## src/rtl/mont_pkg.sv

```systemverilog
// Shared constants and types for the bit-serial Montgomery multiplier and
// the modular-exponentiation controller that sits above it.
//   K, LOGK  operand width and iteration-counter width (2^LOGK > K)
//   M        odd modulus 2^192 - 2^64 - 1
//   ONE      the integer 1 at operand width
//   EXP_K    2^K mod M   (Montgomery form of 1)
//   EXP_2K   2^2K mod M  (multiply by this to enter Montgomery form)
//   MINUS_M  2^K - M     (adding it mod 2^K is the same as subtracting M)
//   state_t  multiplier FSM encoding
// No ports.
package mont_pkg;

  localparam int K    = 192;
  localparam int LOGK = 8;

  localparam logic [K-1:0] M =
    192'hffff_ffff_ffff_ffff_ffff_ffff_ffff_fffe_ffff_ffff_ffff_ffff;

  localparam logic [K-1:0] ONE = {{(K-1){1'b0}}, 1'b1};

  // With t = 2^64, M = t^3 - t - 1, so 2^K = t^3 == t + 1 (mod M).
  localparam logic [K-1:0] EXP_K = 192'h1_0000_0000_0000_0001;

  // (t + 1)^2 = t^2 + 2t + 1, already below M.
  localparam logic [K-1:0] EXP_2K =
    192'h1_0000_0000_0000_0002_0000_0000_0000_0001;

  localparam logic [K-1:0] MINUS_M = 192'h1_0000_0000_0000_0001;

  typedef enum logic [1:0] {
    IDLE  = 2'd0,
    ITER  = 2'd1,
    FINAL = 2'd2
  } state_t;

endpackage

```

## src/rtl/mont_cond_sub.sv

```systemverilog
// Final conditional subtraction of a Montgomery result.
//   p  in  K+2  partial result, expected below 2M
//   r  out K    p >= M ? p - M : p
// Purely combinational. The low K bits of p - M are the low K bits of
// p + (2^K - M), so the subtractor only needs K bits; the compare still
// looks at all of p.
module mont_cond_sub
  import mont_pkg::*;
(
  input  logic [K+1:0] p,
  output logic [K-1:0] r
);

  logic         ge_m;
  logic [K-1:0] diff;

  assign ge_m = (p >= {2'b00, M});
  assign diff = p[K-1:0] + MINUS_M;
  assign r    = ge_m ? diff : p[K-1:0];

endmodule

```

## src/rtl/mont_mult_serial.sv

```systemverilog
// Bit-serial radix-2 Montgomery multiplier: z = x * y * 2^-K mod M.
// One bit of x is consumed per clock; a result appears K+1 edges after the
// accepting edge.
// Ports:
//   clk        in   1   rising-edge clock
//   reset      in   1   asynchronous, active-high
//   x, y       in   K   operands (should be < M), captured on accept only
//   start      in   1   request, honoured only while idle
//   z          out  K   result, valid while done = 1
//   done       out  1   1 = idle with z valid, 0 = busy
//   state_dbg  out  2   current FSM state
//   range_err  out  1   only with MONT_MULT_RANGE_CHECK_EN defined: set on
//                       accept when x >= M or y >= M
// Optional feature macro: MONT_MULT_RANGE_CHECK_EN.
//
// Handshake: the engine is ready exactly when done = 1. A rising edge that
// sees start = 1 while ready is the accept; operands are sampled on that
// edge and done drops for the following K+1 cycles. start at any other time
// is ignored. If start stays high, the next op is accepted on the first
// edge after done rises, so done is high for one cycle between ops.
module mont_mult_serial
  import mont_pkg::*;
(
  input  logic         clk,
  input  logic         reset,
  input  logic [K-1:0] x,
  input  logic [K-1:0] y,
  input  logic         start,
  output logic [K-1:0] z,
  output logic         done,
  output state_t       state_dbg
`ifdef MONT_MULT_RANGE_CHECK_EN
  ,
  output logic         range_err
`endif
);

  state_t          state;
  state_t          state_d;
  logic [K-1:0]    xr;
  logic [K-1:0]    yr;
  logic [K+1:0]    p;
  logic [LOGK-1:0] cnt;

  logic [K+1:0]    q_add;
  logic [K+1:0]    q_red;
  logic [K+1:0]    p_next;
  logic [K-1:0]    z_red;
  logic            accept;
  logic            last_iter;

  assign state_dbg = state;
  assign accept    = (state == IDLE) && start;
  assign last_iter = (cnt == LOGK'(K - 1));

  // One Montgomery step. Adding M when q is odd makes q even, so the
  // shift is exact and p stays below 2M for in-range operands.
  assign q_add  = p + (xr[cnt] ? {2'b00, yr} : {(K+2){1'b0}});
  assign q_red  = q_add + (q_add[0] ? {2'b00, M} : {(K+2){1'b0}});
  assign p_next = q_red >> 1;

  mont_cond_sub u_cond_sub (
    .p (p),
    .r (z_red)
  );

  always_ff @(posedge clk or posedge reset) begin
    if (reset) begin
      state <= IDLE;
    end else begin
      state <= state_d;
    end
  end

  always_comb begin
    state_d = state;
    unique case (state)
      IDLE:    if (start) state_d = ITER;
      ITER:    if (last_iter) state_d = FINAL;
      FINAL:   state_d = IDLE;
      default: state_d = IDLE;
    endcase
  end

  always_ff @(posedge clk or posedge reset) begin
    if (reset) begin
      xr   <= '0;
      yr   <= '0;
      p    <= '0;
      cnt  <= '0;
      z    <= '0;
      done <= 1'b1;
    end else begin
      unique case (state)
        IDLE: begin
          if (accept) begin
            xr   <= x;
            yr   <= y;
            p    <= '0;
            cnt  <= '0;
            done <= 1'b0;
          end
        end
        ITER: begin
          p   <= p_next;
          cnt <= cnt + LOGK'(1);
        end
        FINAL: begin
          z    <= z_red;
          done <= 1'b1;
        end
        default: begin
        end
      endcase
    end
  end

`ifdef MONT_MULT_RANGE_CHECK_EN
  always_ff @(posedge clk or posedge reset) begin
    if (reset) begin
      range_err <= 1'b0;
    end else if (accept) begin
      range_err <= (x >= M) || (y >= M);
    end
  end
`endif

endmodule
```

## config.mk

```make
export PLATFORM = sky130hd
export DESIGN_NAME = mont_mult_serial
export DESIGN_NICKNAME = d
export VERILOG_FILES = /design/src/rtl/mont_pkg.sv /design/src/rtl/mont_cond_sub.sv /design/src/rtl/mont_mult_serial.sv
export SDC_FILE = /design/constraint.sdc
export NUM_CORES = 2
export LEC_CHECK = 0
export BUFFER_PORTS_ARGS = -buffer_cell sky130_fd_sc_hd__buf_2
export CAP_MARGIN = 0
export CORE_ASPECT_RATIO = 0.5
export CORE_UTILIZATION = 46
export CTS_BUF_LIST = sky130_fd_sc_hd__clkbuf_4
export DETAILED_ROUTE_END_ITERATION = 8
export HOLD_SLACK_MARGIN = 0.05
export PLACE_DENSITY = 0.63
export REMOVE_ABC_BUFFERS = 1
export SLEW_MARGIN = 5
export SYNTH_ARGS = -nofsm -noshare
export SYNTH_HDL_FRONTEND = slang
export SYNTH_SLANG_ARGS = --single-unit
```

## constraint.sdc

```tcl
create_clock -name clk -period 32.9 [get_ports clk]
set_input_delay 1.645 -clock clk [delete_from_list [all_inputs] [get_ports clk]]
set_output_delay 1.645 -clock clk [all_outputs]
set_load 0.005 [all_outputs]
```

==> results.md <==
- Die height: between 200 and 300 um
- Total Routing Usage GR: 0.308
- Layout Nets: a little under 9000
- RSZ-0062 raised after global routing: no
- Vias in the first global route: ~54000
- Outcome: finished clean
- Die Span X: 508 um
- Worst setup path endpoint: p[190]
- Final hold violations: 0
- Worst setup path category: reg -> reg
- Fraction of the mapped netlist area in compound gates: 0.192
- Clk_skew: roughly 0.16 ns
- Startpoint Class: flip-flop
- First-pass detailed-route iteration total: 6
- Post-DP HPWL: between 150000 and 200000 um
- Reg2reg path depth: 40
- Leak: ~32 nW
- Setup TNS: 0 ns
- Initial Utilization: 0.466
- Yosys warning count: 0
- Mapped Cells: roughly 7600
- Top FF cell, synth: dfrtp_1
- Htree depth: 4
- First-pass GRT wire length: around 310000 um
- CP max stage cell: dfrtp_4
- Rows: between 90 and 100
- Post-synthesis adder-cell area fraction: 0.0819
- CTS tree: yes
- Top post-synthesis cells by area: dfrtp_1, nand2_1, ha_1
- Synth Area in XOR/XNOR: 0.0852
- Clock Pin Slew Worst Setup and Hold Paths: ~0.080 ns
- Wire length per cell: between 20 and 25 um
- Most Frequent Cell on Critical Path: o21ai_0
- Max-Cap Viols: 0
- Post_cts resized: 0
- Clk_lat worst skew: between 1 and 1.5 ns
- Buffers added on ports: 581
- DRT iter0 DRCs: 4684
- Peak supply drop: about 0.024 mV
- Routed vias/inst: about 5.7
- Flops & latches, synth: 780
- Crit path max fanout: between 100 and 150
- Grt total ovfl: 0
- GP Congestion: between 0.9 and 1
- Slew at the pin with the worst max-slew slack: approximately 1.1 ns
- Initial antenna violation count: 14
- Average size of a mapped cell: about 7.7 um^2
- Ys async rst share: 1.00
- Max incr delay on CP: ~1.1 ns
- Layout cells sized above 1: 0.128
- Worst rel slew slack: 0.238
- Die ar.: roughly 130000 um^2
- Synthesized area: roughly 60000 um^2
- Crit. End Element: flip-flop
- Period utilisation layout: 0.406
- Unique masters post-synth: 86
- Power density over the cells: about 28 nW/um^2
- Largest family of logic cells by synthesized area: simple AND/OR/NAND/NOR gates
- R2r setup slk: between 15 and 20 ns
- Synth Area in Simple Gates: 0.252
- CTS Hold Bufs: 0
- R2R Path Start: cnt[0]
- Final wirelength: around 200000 um
- Total power: about 1.8 mW
- Clk root buf: clkbuf_4
- Post-synthesis mux area share: 0.0248
- Routed Antenna Nets: 0
- CP Launch Point: cnt[0]
- Fmax: ~0.075 GHz
- Detailed-route via count: ~56000
- Clock Tree Buf Depth: 4
- Leading area contributor after synthesis: dfrtp_1
- Area delta synth->final: 10.9%
- I/O pin cnt: just under 600
- Area share of the largest cell type after synthesis: 0.331
- Critical path data arrival time: about 14 ns
- CTS buffer count: between 150 and 200
- DRC: 0
- Core area: roughly 130000 um^2
- EDFF count, synth: 0
- Sequential-to-total area share from yosys stat: 0.331
- Max-slew violations: 0
- Final Setup Violations: 0
- Period minus WS final: approximately 13 ns
- Largest net degree at the start of global routing: ~220
- Setup repair bufs after CTS: 0
- FF-to-FF End: p[190]
- Sinks on Clock Net: between 700 and 800
- Critical Path RT: approximately 34 ns
- Min-delay worst type: reg -> reg
report_power, final:
part           total, mW  internal, mW  switching [mW]
sequential         0.958         0.958               0
clock              0.826         0.391           0.435
combinational     0.0451        0.0173          0.0277
total               1.83          1.37           0.463
per-stage QoR:
| stage | instance area (um^2) | hold slack, ns | setup slack [ns] | std cells | utilization |
|---|---|---|---|---|---|
| floorplan | 57500 | 0.437 | 9.36 | 7243 | - |
| global placement | 63000 | 0.449 | 19.94 | 9562 | 0.498 |
| detailed placement | 63000 | 0.454 | 19.82 | 9562 | 0.498 |
| CTS | 65300 | 0.467 | 19.73 | 9889 | 0.516 |
| global route | 65300 | 0.489 | 18.78 | 9891 | 0.516 |
| finish | 65300 | 0.463 | 19.54 | 9894 | 0.516 |
worst min path at each step:
stage          startpoint      to  slack [ns]  cells past startpoint
3_5_place_dp         done    done        0.45                      2
3_3_place_gp         done    done        0.45                      2
6_report             done    done        0.46                      2
4_1_cts              done    done        0.47                      2
2_1_floorplan       yr[0]   yr[0]        0.44                      2
5_1_grt            yr[62]  yr[62]        0.49                      2
cell usage after synthesis, types with 119 or more instances:
cell type and count:
a21oi_1 628, dfrtp_1 779, nand3_1 119, inv_1 135, ha_1 384, nor2_1 390
nand2_1 2053, xnor2_1 306, a21o_1 132, o21ai_0 698, xor2_1 267, clkbuf_1 356
nand4_1 196, and2_1 227
critical path, delay by kind of cell (launching register included):
family	cells	cell delay (ns)
AO/OA/AOI/OAI	20	4.74
XOR/XNOR	2	0.36
adder cells (fa/ha/maj)	2	0.90
buffers and inverters	3	0.84
flip-flops	1	1.09
multiplexers	4	1.92
AND/OR/NAND/NOR	9	3.20
cell usage in the layout (no fill, tap or decap), types with 119 or more instances in the layout:
master,instances
dfrtp_1,777
xor2_1,267
nor2_1,390
a21o_1,132
a21oi_1,628
clkbuf_4,268
nand2_1,2052
nand4_1,196
ha_1,383
and2_1,226
inv_1,134
buf_2,581
nand3_1,119
o21ai_0,697
xnor2_1,306
flip-flops by register name, indices dropped and copies added, names as in the netlist:
name / flops
xr: 192
yr: 192
p: 193
done: 1
cnt: 8
state_dbg: 2
z: 192
routing by layer:
layer  vias to the layer above  GRT usage  part of all wire
li1                      27500          -                 -
met5                         -          0           0.00064
met4                        20     0.0778             0.024
met2                      1652      0.502              0.46
met3                       301     0.0514             0.060
met1                     26900      0.425              0.46
kinds of logic (layout without fill, tap and decap cells):
logic type / count (synthesis) / after routing
simple gates: 3370 / 3370
compound gates: 1933 / 1933
flops: 780 / 780
xor+xnor: 573 / 573
buf+inv: 506 / 1089
fa+ha+maj: 385 / 385
mux: 67 / 67
other cells: 0 / 5
area by class of cell:
type	instances	area, um^2
sequential	780	19500
timing repair buffer	627	3290
tap	1692	2120
inverter	135	514
antenna	5	12.5
clock buffer	268	2010
clock inverter	59	300
multi-input combinational	6328	37600
fill	12800	61200
No activity file was read; power rests on OpenSTA's default activity.
